**src/rtl/instr_seq_ctrl_pkg.sv**
```systemverilog
// Shared definitions for the accumulator CPU sequencer: opcodes, fetch
// strobe codes and the sequencer state encoding.
package cpu_ctrl_pkg;

  localparam logic [2:0] OP_ADD = 3'b000;
  localparam logic [2:0] OP_SUB = 3'b001;
  localparam logic [2:0] OP_AND = 3'b010;
  localparam logic [2:0] OP_XOR = 3'b011;
  localparam logic [2:0] OP_LDA = 3'b100;
  localparam logic [2:0] OP_STA = 3'b101;
  localparam logic [2:0] OP_JMP = 3'b110;
  localparam logic [2:0] OP_HLT = 3'b111;

  localparam logic [1:0] FETCH_NONE = 2'b00;
  localparam logic [1:0] FETCH_B1   = 2'b01;
  localparam logic [1:0] FETCH_B2   = 2'b10;

  typedef enum logic [2:0] {
    ST_IDLE,
    ST_F1,
    ST_F2,
    ST_DEC,
    ST_RD,
    ST_WR,
    ST_HALT,
    ST_ERR
  } state_t;

  // The four ALU opcodes occupy the lower half of the opcode space.
  function automatic logic is_alu_op(input logic [2:0] op);
    return (op[2] == 1'b0);
  endfunction

endpackage

```
**src/rtl/instr_seq_ctrl_if.sv**
```systemverilog
// Handshake/strobe bundle between the sequencer (master) and the
// memory port / instruction register / PC / ALU side (slave).
interface instr_seq_ctrl_if;

  logic       start_i;
  logic [2:0] ins_i;
  logic       mem_ready_i;
  logic [1:0] fetch_o;
  logic       mem_rd_o;
  logic       mem_wr_o;
  logic       addr_sel_o;
  logic       pc_inc_o;
  logic       pc_load_o;
  logic       alu_en_o;
  logic       acc_we_o;
  logic       busy_o;
  logic       halted_o;
  logic       err_o;

  modport master (
    input  start_i, ins_i, mem_ready_i,
    output fetch_o, mem_rd_o, mem_wr_o, addr_sel_o, pc_inc_o, pc_load_o,
           alu_en_o, acc_we_o, busy_o, halted_o, err_o
  );

  modport slave (
    output start_i, ins_i, mem_ready_i,
    input  fetch_o, mem_rd_o, mem_wr_o, addr_sel_o, pc_inc_o, pc_load_o,
           alu_en_o, acc_we_o, busy_o, halted_o, err_o
  );

endinterface

```
**src/rtl/instr_seq_ctrl_mem_wait_timer.sv**
```systemverilog
// Memory wait watchdog: counts cycles spent waiting for mem_ready and flags
// the cycle in which the MEM_TIMEOUT-th consecutive wait cycle occurs.
module mem_wait_timer #(
  parameter int MEM_TIMEOUT = 16,
  parameter int TO_W        = 5
) (
  input  logic clk,
  input  logic rst_n,
  input  logic clear_i,
  input  logic tick_i,
  output logic expired_o
);

  localparam logic [TO_W-1:0] LAST = TO_W'(MEM_TIMEOUT - 1);

  logic [TO_W-1:0] count_q, count_d;

  assign expired_o = tick_i && (count_q == LAST);

  // Clear on every state change; otherwise count wait cycles, saturating.
  always_comb begin
    count_d = count_q;
    if (clear_i) begin
      count_d = '0;
    end else if (tick_i && (count_q != LAST)) begin
      count_d = count_q + TO_W'(1);
    end
  end

  // Counter register.
  always_ff @(posedge clk or negedge rst_n) begin
    if (!rst_n) begin
      count_q <= '0;
    end else begin
      count_q <= count_d;
    end
  end

endmodule

```
**src/rtl/instr_seq_ctrl.sv**
```systemverilog
// Fetch/decode/execute sequencer for the 8-bit accumulator CPU.
// Optional memory wait timeout (ERR state) is built when MEM_TIMEOUT_EN is
// defined; otherwise memory waits are unbounded and err is tied low.
module instr_seq_ctrl
  import cpu_ctrl_pkg::*;
#(
  parameter int MEM_TIMEOUT = 16,
  parameter int TO_W        = 5
) (
  input  logic             clk,
  input  logic             rst_n,
  instr_seq_ctrl_if.master bus
);

  state_t     state_q, state_d;
  logic       alu_op_q, alu_op_d;
  logic       timeout;
  logic [1:0] fetch;
  logic       mem_rd, mem_wr, addr_sel, pc_inc, pc_load, alu_en, acc_we;

  // State and latched opcode class; reset abandons any pending request.
  always_ff @(posedge clk or negedge rst_n) begin
    if (!rst_n) begin
      state_q  <= ST_IDLE;
      alu_op_q <= 1'b0;
    end else begin
      state_q  <= state_d;
      alu_op_q <= alu_op_d;
    end
  end

`ifdef MEM_TIMEOUT_EN
  logic wait_tick, wait_clear;

  assign wait_tick  = ((state_q == ST_F1) || (state_q == ST_F2) ||
                       (state_q == ST_RD) || (state_q == ST_WR)) && !bus.mem_ready_i;
  assign wait_clear = (state_d != state_q);

  mem_wait_timer #(
    .MEM_TIMEOUT(MEM_TIMEOUT),
    .TO_W       (TO_W)
  ) u_mem_wait_timer (
    .clk      (clk),
    .rst_n    (rst_n),
    .clear_i  (wait_clear),
    .tick_i   (wait_tick),
    .expired_o(timeout)
  );
`else
  logic unused_cfg;
  assign unused_cfg = (MEM_TIMEOUT > (1 << TO_W));
  assign timeout    = 1'b0;
`endif

  // Next state and strobes; fetch/pc_inc/acc_we fire only in the ready cycle.
  always_comb begin
    state_d  = state_q;
    alu_op_d = alu_op_q;
    fetch    = FETCH_NONE;
    mem_rd   = 1'b0;
    mem_wr   = 1'b0;
    addr_sel = 1'b0;
    pc_inc   = 1'b0;
    pc_load  = 1'b0;
    alu_en   = 1'b0;
    acc_we   = 1'b0;
    case (state_q)
      ST_IDLE, ST_HALT: begin
        if (bus.start_i) state_d = ST_F1;
      end
      ST_F1: begin
        mem_rd = 1'b1;
        if (bus.mem_ready_i) begin
          fetch   = FETCH_B1;
          pc_inc  = 1'b1;
          state_d = ST_F2;
        end else if (timeout) begin
          state_d = ST_ERR;
        end
      end
      ST_F2: begin
        mem_rd = 1'b1;
        if (bus.mem_ready_i) begin
          fetch   = FETCH_B2;
          pc_inc  = 1'b1;
          state_d = ST_DEC;
        end else if (timeout) begin
          state_d = ST_ERR;
        end
      end
      ST_DEC: begin
        alu_op_d = is_alu_op(bus.ins_i);
        case (bus.ins_i)
          OP_ADD, OP_SUB, OP_AND, OP_XOR, OP_LDA: state_d = ST_RD;
          OP_STA: state_d = ST_WR;
          OP_JMP: begin
            pc_load = 1'b1;
            state_d = ST_F1;
          end
          OP_HLT:  state_d = ST_HALT;
          default: state_d = ST_HALT;
        endcase
      end
      ST_RD: begin
        mem_rd   = 1'b1;
        addr_sel = 1'b1;
        if (bus.mem_ready_i) begin
          acc_we  = 1'b1;
          alu_en  = alu_op_q;
          state_d = ST_F1;
        end else if (timeout) begin
          state_d = ST_ERR;
        end
      end
      ST_WR: begin
        mem_wr   = 1'b1;
        addr_sel = 1'b1;
        if (bus.mem_ready_i) begin
          state_d = ST_F1;
        end else if (timeout) begin
          state_d = ST_ERR;
        end
      end
      ST_ERR:  state_d = ST_ERR;
      default: state_d = ST_IDLE;
    endcase
  end

  assign bus.fetch_o    = fetch;
  assign bus.mem_rd_o   = mem_rd;
  assign bus.mem_wr_o   = mem_wr;
  assign bus.addr_sel_o = addr_sel;
  assign bus.pc_inc_o   = pc_inc;
  assign bus.pc_load_o  = pc_load;
  assign bus.alu_en_o   = alu_en;
  assign bus.acc_we_o   = acc_we;
  assign bus.busy_o     = (state_q == ST_F1) || (state_q == ST_F2) || (state_q == ST_DEC) ||
                          (state_q == ST_RD) || (state_q == ST_WR);
  assign bus.halted_o   = (state_q == ST_HALT);
`ifdef MEM_TIMEOUT_EN
  assign bus.err_o      = (state_q == ST_ERR);
`else
  assign bus.err_o      = 1'b0;
`endif

endmodule
```
**src/flat_wrapper.sv**
```systemverilog
// flat-port wrapper written by rule: the top's interface ports become plain ports
module instr_seq_ctrl_flat import cpu_ctrl_pkg::*;
#(
  parameter int MEM_TIMEOUT = 16,
  parameter int TO_W        = 5
)
  (clk, rst_n, bus_start_i, bus_ins_i, bus_mem_ready_i, bus_fetch_o, bus_mem_rd_o, bus_mem_wr_o, bus_addr_sel_o, bus_pc_inc_o, bus_pc_load_o, bus_alu_en_o, bus_acc_we_o, bus_busy_o, bus_halted_o, bus_err_o);
  instr_seq_ctrl_if bus_i ();
  input  logic clk;
  input  logic rst_n;
  input wire logic [$bits(bus_i.start_i)-1:0] bus_start_i;
  input wire logic [$bits(bus_i.ins_i)-1:0] bus_ins_i;
  input wire logic [$bits(bus_i.mem_ready_i)-1:0] bus_mem_ready_i;
  output wire logic [$bits(bus_i.fetch_o)-1:0] bus_fetch_o;
  output wire logic [$bits(bus_i.mem_rd_o)-1:0] bus_mem_rd_o;
  output wire logic [$bits(bus_i.mem_wr_o)-1:0] bus_mem_wr_o;
  output wire logic [$bits(bus_i.addr_sel_o)-1:0] bus_addr_sel_o;
  output wire logic [$bits(bus_i.pc_inc_o)-1:0] bus_pc_inc_o;
  output wire logic [$bits(bus_i.pc_load_o)-1:0] bus_pc_load_o;
  output wire logic [$bits(bus_i.alu_en_o)-1:0] bus_alu_en_o;
  output wire logic [$bits(bus_i.acc_we_o)-1:0] bus_acc_we_o;
  output wire logic [$bits(bus_i.busy_o)-1:0] bus_busy_o;
  output wire logic [$bits(bus_i.halted_o)-1:0] bus_halted_o;
  output wire logic [$bits(bus_i.err_o)-1:0] bus_err_o;
  assign bus_i.start_i = bus_start_i;
  assign bus_i.ins_i = bus_ins_i;
  assign bus_i.mem_ready_i = bus_mem_ready_i;
  assign bus_fetch_o = bus_i.fetch_o;
  assign bus_mem_rd_o = bus_i.mem_rd_o;
  assign bus_mem_wr_o = bus_i.mem_wr_o;
  assign bus_addr_sel_o = bus_i.addr_sel_o;
  assign bus_pc_inc_o = bus_i.pc_inc_o;
  assign bus_pc_load_o = bus_i.pc_load_o;
  assign bus_alu_en_o = bus_i.alu_en_o;
  assign bus_acc_we_o = bus_i.acc_we_o;
  assign bus_busy_o = bus_i.busy_o;
  assign bus_halted_o = bus_i.halted_o;
  assign bus_err_o = bus_i.err_o;
  instr_seq_ctrl #(.MEM_TIMEOUT(MEM_TIMEOUT), .TO_W(TO_W)) u_core (.clk(clk), .rst_n(rst_n), .bus(bus_i));
endmodule
```
**config.mk**
```make
export PLATFORM = sky130hd
export DESIGN_NAME = instr_seq_ctrl_flat
export DESIGN_NICKNAME = d
export VERILOG_FILES = /design/src/rtl/instr_seq_ctrl_pkg.sv /design/src/rtl/instr_seq_ctrl_if.sv /design/src/rtl/instr_seq_ctrl_mem_wait_timer.sv /design/src/rtl/instr_seq_ctrl.sv /design/src/flat_wrapper.sv
export SDC_FILE = /design/constraint.sdc
export NUM_CORES = 1
export LEC_CHECK = 0
export CORE_AREA = 2 2 39 41
export DETAILED_ROUTE_END_ITERATION = 12
export DIE_AREA = 0 0 41 43
export GPL_TIMING_DRIVEN = 0
export SLEW_MARGIN = 20
export SYNTH_ARGS = -nofsm -noshare
export SYNTH_HDL_FRONTEND = slang
export SYNTH_SLANG_ARGS = --single-unit
```
**constraint.sdc**
```tcl
create_clock -name clk -period 1.63 [get_ports clk]
set_input_delay 0.4075 -clock clk [delete_from_list [all_inputs] [get_ports clk]]
set_output_delay 0.4075 -clock clk [all_outputs]
set_load 0.005 [all_outputs]
```
# Yosys cells after proc, flatten, opt, wreduce, memory -nomap -nowiden
# Cells that the tools add are included.
[totals]
register_bits = 4
in_bits = 7
output_inout_bits = 12
wordCells = 52
[op_classes]
n_eq_ne = 18
mux = 19
bitwise = 1
n_reduce_logical = 12
[op_table]
columns = ["cell", "n"]
rows = [
  ["$eq 3x3->1 const B", 8],
  ["$pmux 3 s6", 1],
  ["$eq 3x2->1 const B", 4],
  ["$mux 3", 4],
  ["$pmux 3 s4", 1],
  ["$mux 1", 11],
  ["$eq 3x1->1 const B", 2],
  ["$logic_not 3->1", 2],
  ["$ne 2x2->1 const B", 3],
  ["$reduce_or 2->1", 3],
  ["$reduce_or 5->1", 1],
  ["$logic_or 1x1->1", 4],
  ["$pmux 2 s2", 1],
  ["$reduce_and 4->1", 1],
  ["$reduce_or 3->1", 1],
  ["$mux 2", 1],
  ["$ne 2x1->1 const B", 1],
  ["$not 1->1", 1],
]

# Depth between registers and ports, before layout
# Gate-level depths: netlist of the first run.
[depth]
word_depth = 5
ltp_mapped = 4
ltp_nobuf = 3

# Least setup slack after synthesis of the first run
# Ideal clock, no wire load.
[synth_path]
kind = "reg2out"
startpoint = "register u_core.state_q[2]"
endpoint = "output bus_pc_inc_o"
t_arrival_ps = 973
required_ps = 1222
path_slack_ps = 250
path_stages_with_launch = 4
n_path_buf = 1
cell_sequence = "dfrtp_1 > buf_2 > nor3_1 > or2_1"
[synth_between]
elab_chain_cells = 3
elab_cells_between_ends = 4
cone_classes = "eq/ne: 2; mux: 1; reduce/logical: 1"
[synth_rtl]
columns = ["element", "line_no", "source"]
rows = [
  ["start: declaration", "instr_seq_ctrl.sv:15", "state_t state_q, state_d;"],
  ["start signal: assignment", "instr_seq_ctrl.sv:27", "state_q <= state_d;"],
  ["$eq 3x2->1 or $eq 3x1->1 (tied branches)", "instr_seq_ctrl.sv:67", "case (state_q)"],
  ["$reduce_or 2->1 (no line) (*)", "-", ""],
  ["$mux 1 (*)", "-", ""],
  ["end: declaration", "flat_wrapper.sv:18", "output wire logic [$bits(bus_i.pc_inc_o)-1:0] bus_pc_inc_o;"],
]
# Mark *: on every way between the ends. The rest lies on a longest branch, timed or not.

# Worst setup path after layout of the first run
[layout_path]
startpoint = "input bus_ins_i[2]"
endpoint = "output bus_pc_load_o"
[layout_between]
elab_chain_cells = 3
[layout_rtl]
columns = ["element", "line_no", "source"]
rows = [
  ["start: declaration", "flat_wrapper.sv:12", "input wire logic [$bits(bus_i.ins_i)-1:0] bus_ins_i;"],
  ["$eq 3x3->1", "instr_seq_ctrl.sv:93", "case (bus.ins_i)"],
  ["$mux 1", "instr_seq_ctrl.sv:93", ""],
  ["$mux 1", "instr_seq_ctrl.sv:67", ""],
  ["end: declaration", "flat_wrapper.sv:19", "output wire logic [$bits(bus_i.pc_load_o)-1:0] bus_pc_load_o;"],
]
# Every way passes these cells.

==> results of run 1 <==
[power by group]
group / internal, mW / switching [mW]
clock: 0.0823 / 0.0400
sequential: 0.154 / 0.0530
combinational: 0.620 / 0.427
[layout make-up]
type | instances | area, um^2
Multi-Input combinational cell | 34 | 271.5
Fill cell | 143 | 648.1
Clock buffer | 3 | 22.52
Timing Repair Buffer | 35 | 285.3
Buffer | 3 | 30.03
Inverter | 1 | 3.754
Tap cell | 16 | 20.02
Sequential cell | 4 | 102.6
[final timing paths]
| kind | cells past startpoint | to | start | slack (ps) |
|---|---|---|---|---|
| worst max-delay path | 4 | bus_pc_load_o | bus_ins_i[2] | -60 |
| worst min-delay path | 1 | u_core.alu_op_q | rst_n | 370 |
| worst max register to register | 7 | u_core.state_q[0] | u_core.state_q[1] | 130 |
| worst min register to register | 2 | u_core.alu_op_q | u_core.alu_op_q | 500 |
| max in group asynchronous | 1 | u_core.state_q[2] | rst_n | 1080 |
| min in group clk | 2 | u_core.alu_op_q | u_core.alu_op_q | 500 |
[registers in the layout (all words and copies together) (netlist names)]
register         cells
u_core.state_q       3
u_core.alu_op_q      1
[kinds of logic after synthesis]
family                 count (synthesis)
AND/OR/NAND/NOR                       19
AO/OA/AOI/OAI                          9
buffers and inverters                  5
flip-flops                             4
XOR/XNOR                               3
multiplexers                           2
other                                  1
[placed cells by master (no fill, tap or decap), drive strengths merged, types with 2 or more instances in the layout]
master,instances
dlygate4sd2,2
clkbuf,5
o21ai,3
nor3,2
dfrtp,4
and2,2
mux2i,2
buf,29
clkdlybuf4s50,4
nand3b,2
nor2,3
nand2,5
xor2,2
[critical path: cells and delay by family]
kind                   cells  cell delay [ps]
buffers and inverters      2              640
AND/OR/NAND/NOR            2              230
[repair_timing]
| item | 4_1_cts | 5_1_grt |
|---|---|---|
| pin swaps | 8 | 5 |
| endpoints found under the setup margin | 11 | 10 |
| hold buffers | 0 | 0 |
| setup buffers | 16 | 2 |
| gates resized for setup | 56 | 10 |
[per-stage QoR]
step | power [mW] | setup TNS, ps | util (%)
5_1_grt | 1.501 | -409.8 | 53.16
2_1_floorplan | 0.5821 | 0 | -
4_1_cts | 1.293 | -200.5 | 51.45
3_5_place_dp | 0.8520 | -3640 | 39.69
6_report | 1.377 | -111.0 | 53.16
3_3_place_gp | 0.8517 | -3525 | 39.69
[metal layers]
layer	global-route usage (%)	routed length, um	part of all wire, %	up-vias
met5	0	0	0	-
met4	6.000	0	0	0
met3	4.712	71	6.6	0
met2	22.81	564	53	18
met1	20.13	433	41	209
li1	-	-	-	223
==> metrics.cfg, run 1 <==
[clock_network]
clkTransAtPathRegs_ps=40
cts_sinks=4
cts-htree-levels=1
cts_root_buf=clkbuf_4
cts_tree=yes
cts_inserted_buffers=3
clk_latency_ps=230
clock_path_buffers=2

[sta]
whs_ps=371.7
grt_setup_unrepaired=yes
max_freq_mhz=591.8
finalCritPeriodShare_pct=103.7
finalHoldViolCount=0
finalSetupViolations=3
fin_crit_ps=1690
setup_slack_ps=-59.75
skew_ps=0.9004
maxSlewViolCount=0

[synthesis]
synth_largest_area_cell=dfrtp_1
synth-async-reset-ratio_pct=100.0
yosysWarnings=0
synth-simple-area-share_pct=32.06
yosysUniqueCellTypes=28
synth_compound_area_share_pct=16.38
netlist_instances=43
synth_fp_nets=50
syn_area_per_cell_um2=8.351
synth_common_cells=nand2_1 (5), dfrtp_1 (4)
yosysSeqAreaShare_pct=27.87
synth.area.top_cells=dfrtp_1 (28%), mux2i_1 (5.6%), nand2_1 (5.2%)
netlist_area_um2=359.1
synth_top_family_by_area=simple AND/OR/NAND/NOR gates
synth_ff_type=dfrtp_1
synthMuxAreaShare_pct=5.575
synth_edf_count=0
yosysMostFrequentCell=nand2_1
synth_top_area_share_pct=27.87
synth-seq-cells=4
synthAdderAreaFrac_pct=0
synth-xor-area-share_pct=7.317

[route]
via_per_inst=4.688
via_count=450
drtAntennaViolNets=0
first_iter_violations=11
drt_pass1_iterations=4
drcViolationCount=0
wirelength_mm=1.068
routedWlPerCell_um=11.13

[grt]
gr-total-overflow=0
grt_pass1_wl_mm=1.863
grt_max_degree=11
first_global_vias=428
antenna_found_initial=0
grt.total_usage_pct=15.41

[die]
row_count=14
coreArea_um2=1384
die_h_um=43
die-area_um2=1763
initial_core_util_pct=25.95
io-pin-count=19
die_w_um=41

[critical_path]
crit_required_ps=1220
slowest_delay_ps=520
cp-end-kind=output port
critPathLaunchType=primary input
worstPathCellList=clkdlybuf4s50_1, nand3b_1, nor2_1, buf_2
crit_slowest_cell=clkdlybuf4s50_1
crit_path_max_fanout=4
crit_type=in -> out
arrival_ps=1280

[hold_path]
hp-class=in -> async

[place]
placed_cells=76
post-dp-hpwl_um=645.3
port_buffers=17
place_congestion=0.7804
dp_slack_ps=-666.6
placed_area_um2=549.3

[run_status]
violations=setup timing
status=finished, violations left

[final_layout]
drive_gt1_share_pct=57.50
fin_cells=96
diodes=0
area_delta_synth_final_pct=104.9
design_area_um2=735.7
final_net_count=89

[run]
cap_viol_max_count=0

[pwr]
p_leak_nw=0.3686
powerDensity_nw_per_um2=1871
vdd_drop_max_mv=0.7932

(Power assumes the default switching activity.)
==> run 2: changes to the inputs <==
--- a/config.mk
+++ b/config.mk
@@ -8,7 +8,9 @@
 export CORE_AREA = 2 2 39 41
 export DETAILED_ROUTE_END_ITERATION = 12
 export DIE_AREA = 0 0 41 43
+export GPL_ROUTABILITY_DRIVEN = 0
 export GPL_TIMING_DRIVEN = 0
+export REMOVE_ABC_BUFFERS = 1
 export SLEW_MARGIN = 20
 export SYNTH_ARGS = -nofsm -noshare
 export SYNTH_HDL_FRONTEND = slang
==> run 2 against run 1 <==
The run still ends with setup timing left; maximum frequency down 2.7%; clock power grew 9%; routed wire length increased by 13%; first-iteration DRC count shrank 9.1%; global-route usage grew 1.0 points; utilization is 0.63 points higher; worst setup slack worse by 47 ps; total power rose by 5.7%; cell count is 1.0% higher.
==> metrics.cfg, run 2 (synthesis gave the netlist of run 1 again) <==
[clock_network]
cts_inserted_buffers=3
clk_latency_ps=240
cts_root_buf=clkbuf_4
clkTransAtPathRegs_ps=40
clock_path_buffers=2
cts_sinks=4
holdBufCountCts=0
cts-htree-levels=1
cts_tree=yes

[route]
drtAntennaViolNets=0
via_count=471
routedWlPerCell_um=12.41
via_per_inst=4.856
drt_pass1_iterations=4
wirelength_mm=1.204
first_iter_violations=10
drcViolationCount=0

[critical_path]
r2r_end=u_core.state_q[0]
cp-end-kind=output port
rrSetupSlack_ps=280
crit_required_ps=1220
crit_path_max_fanout=4
crit_type=reg -> out
arrival_ps=1330
r2r_cells=6
timing.rr.start=u_core.state_q[1]
critPathLaunchType=flop

[pwr]
p_clk_share_pct=9.2
p_seq_share_pct=15.5
switching_share_pct=39.09
p_leak_nw=0.3662
switchingPower_uw=568.9
combPwrFrac_pct=75.4
vdd_drop_max_mv=0.8348
intPower_uw=886.7
powerDensity_nw_per_um2=1955

[final_layout]
top_register=u_core.state_q
area_delta_synth_final_pct=107.3
layout_common_cells=buf_4 (11), buf_6 (11), buf_2 (9)
drive_gt1_share_pct=59.26
top_regs=u_core.state_q (3), u_core.alu_op_q (1)
final_net_count=90
largest_reg_flops=3
diodes=0
post-route-util_pct=53.80

[sta]
finalHoldViolCount=0
whs_ps=378.1
finalSetupViolations=4
skew_ps=4.440
grt_setup_unrepaired=yes
setup_slack_ps=-107.0
finalCritPeriodShare_pct=106.6
fin_crit_ps=1737
max_freq_mhz=575.7
maxSlewViolCount=0

[grt]
grt.total_usage_pct=16.45
grt_max_degree=8
gr-total-overflow=0
first_global_vias=432
antenna_found_initial=0
grt_pass1_wl_mm=1.911

[die]
die_w_um=41
coreArea_um2=1384
io-pin-count=19
die_h_um=43
initial_core_util_pct=25.95
die-area_um2=1763
row_count=14

[run]
cap_viol_max_count=0

[run_status]
violations=setup timing
status=finished, violations left

[place]
post-dp-hpwl_um=590.6
dp_slack_ps=-684.2
port_buffers=17

[hold_path]
hp-class=in -> async

==> run 2: what timing repair did <==
item | 4_1_cts | 5_1_grt
endpoints found under the setup margin | 11 | 10
setup buffers | 20 | 2
gates resized for setup | 61 | 11
endpoints found under the hold margin | 0 | 0
pin swaps | 7 | 7
==> run 2: final cells by class <==
class | count | area, um^2
clock buffer | 3 | 22.52
fill | 135 | 639.4
inverter | 1 | 6.256
multi-input combinational | 34 | 275.3
sequential | 4 | 103.9
tap | 16 | 20.02
timing repair buffer | 39 | 316.6
==> run 2: metrics by stage <==
stage               power [mW]  setup TNS, ps  area (um^2)  std cells
global placement        0.7879          -4046        518.0         72
global route             1.550         -598.5        744.5         97
finish                   1.456         -247.0        744.5         97
detailed placement      0.7904          -4022        518.0         72
CTS                      1.296         -244.8        701.9         95
floorplan               0.5246              0        327.8         39
==> run 2: worst max path at each step <==
stage	from	depth (start not counted)	end	slack [ps]
global route	u_core.state_q[1]	6	bus_mem_rd_o	-150
CTS	u_core.state_q[1]	5	bus_mem_rd_o	-120
floorplan	u_core.state_q[1]	3	bus_pc_inc_o	100
global placement	bus_mem_ready_i	5	bus_pc_inc_o	-680
finish	u_core.state_q[1]	6	bus_mem_rd_o	-110
detailed placement	bus_mem_ready_i	5	bus_pc_inc_o	-680
==> run 2: power by group through the flow <==
| stage | combinational (mW) | clock [mW] | sequential [mW] |
|---|---|---|---|
| global placement | 0.499 | 0 | 0.289 |
| finish | 1.10 | 0.133 | 0.225 |
| CTS | 0.947 | 0.132 | 0.217 |
| global route | 1.18 | 0.144 | 0.230 |
| floorplan | 0.272 | 0 | 0.252 |
| detailed placement | 0.503 | 0 | 0.288 |
==> run 2: per-layer routing <==
layer | GRT usage, % | vias up | share of wire, %
li1 | - | 225 | -
met1 | 19.93 | 225 | 39
met2 | 25.94 | 17 | 53
met3 | 4.712 | 4 | 5.6
met4 | 6.667 | 0 | 1.6
met5 | 0 | - | 0
==> run 2: worst max-delay path: stages, from the launching register on <==
cell	delay (ps)
dfrtp_2	420
buf_6	130
buf_6	120
buf_6	110
o21ai_2	90
o21a_1	120
buf_2	100
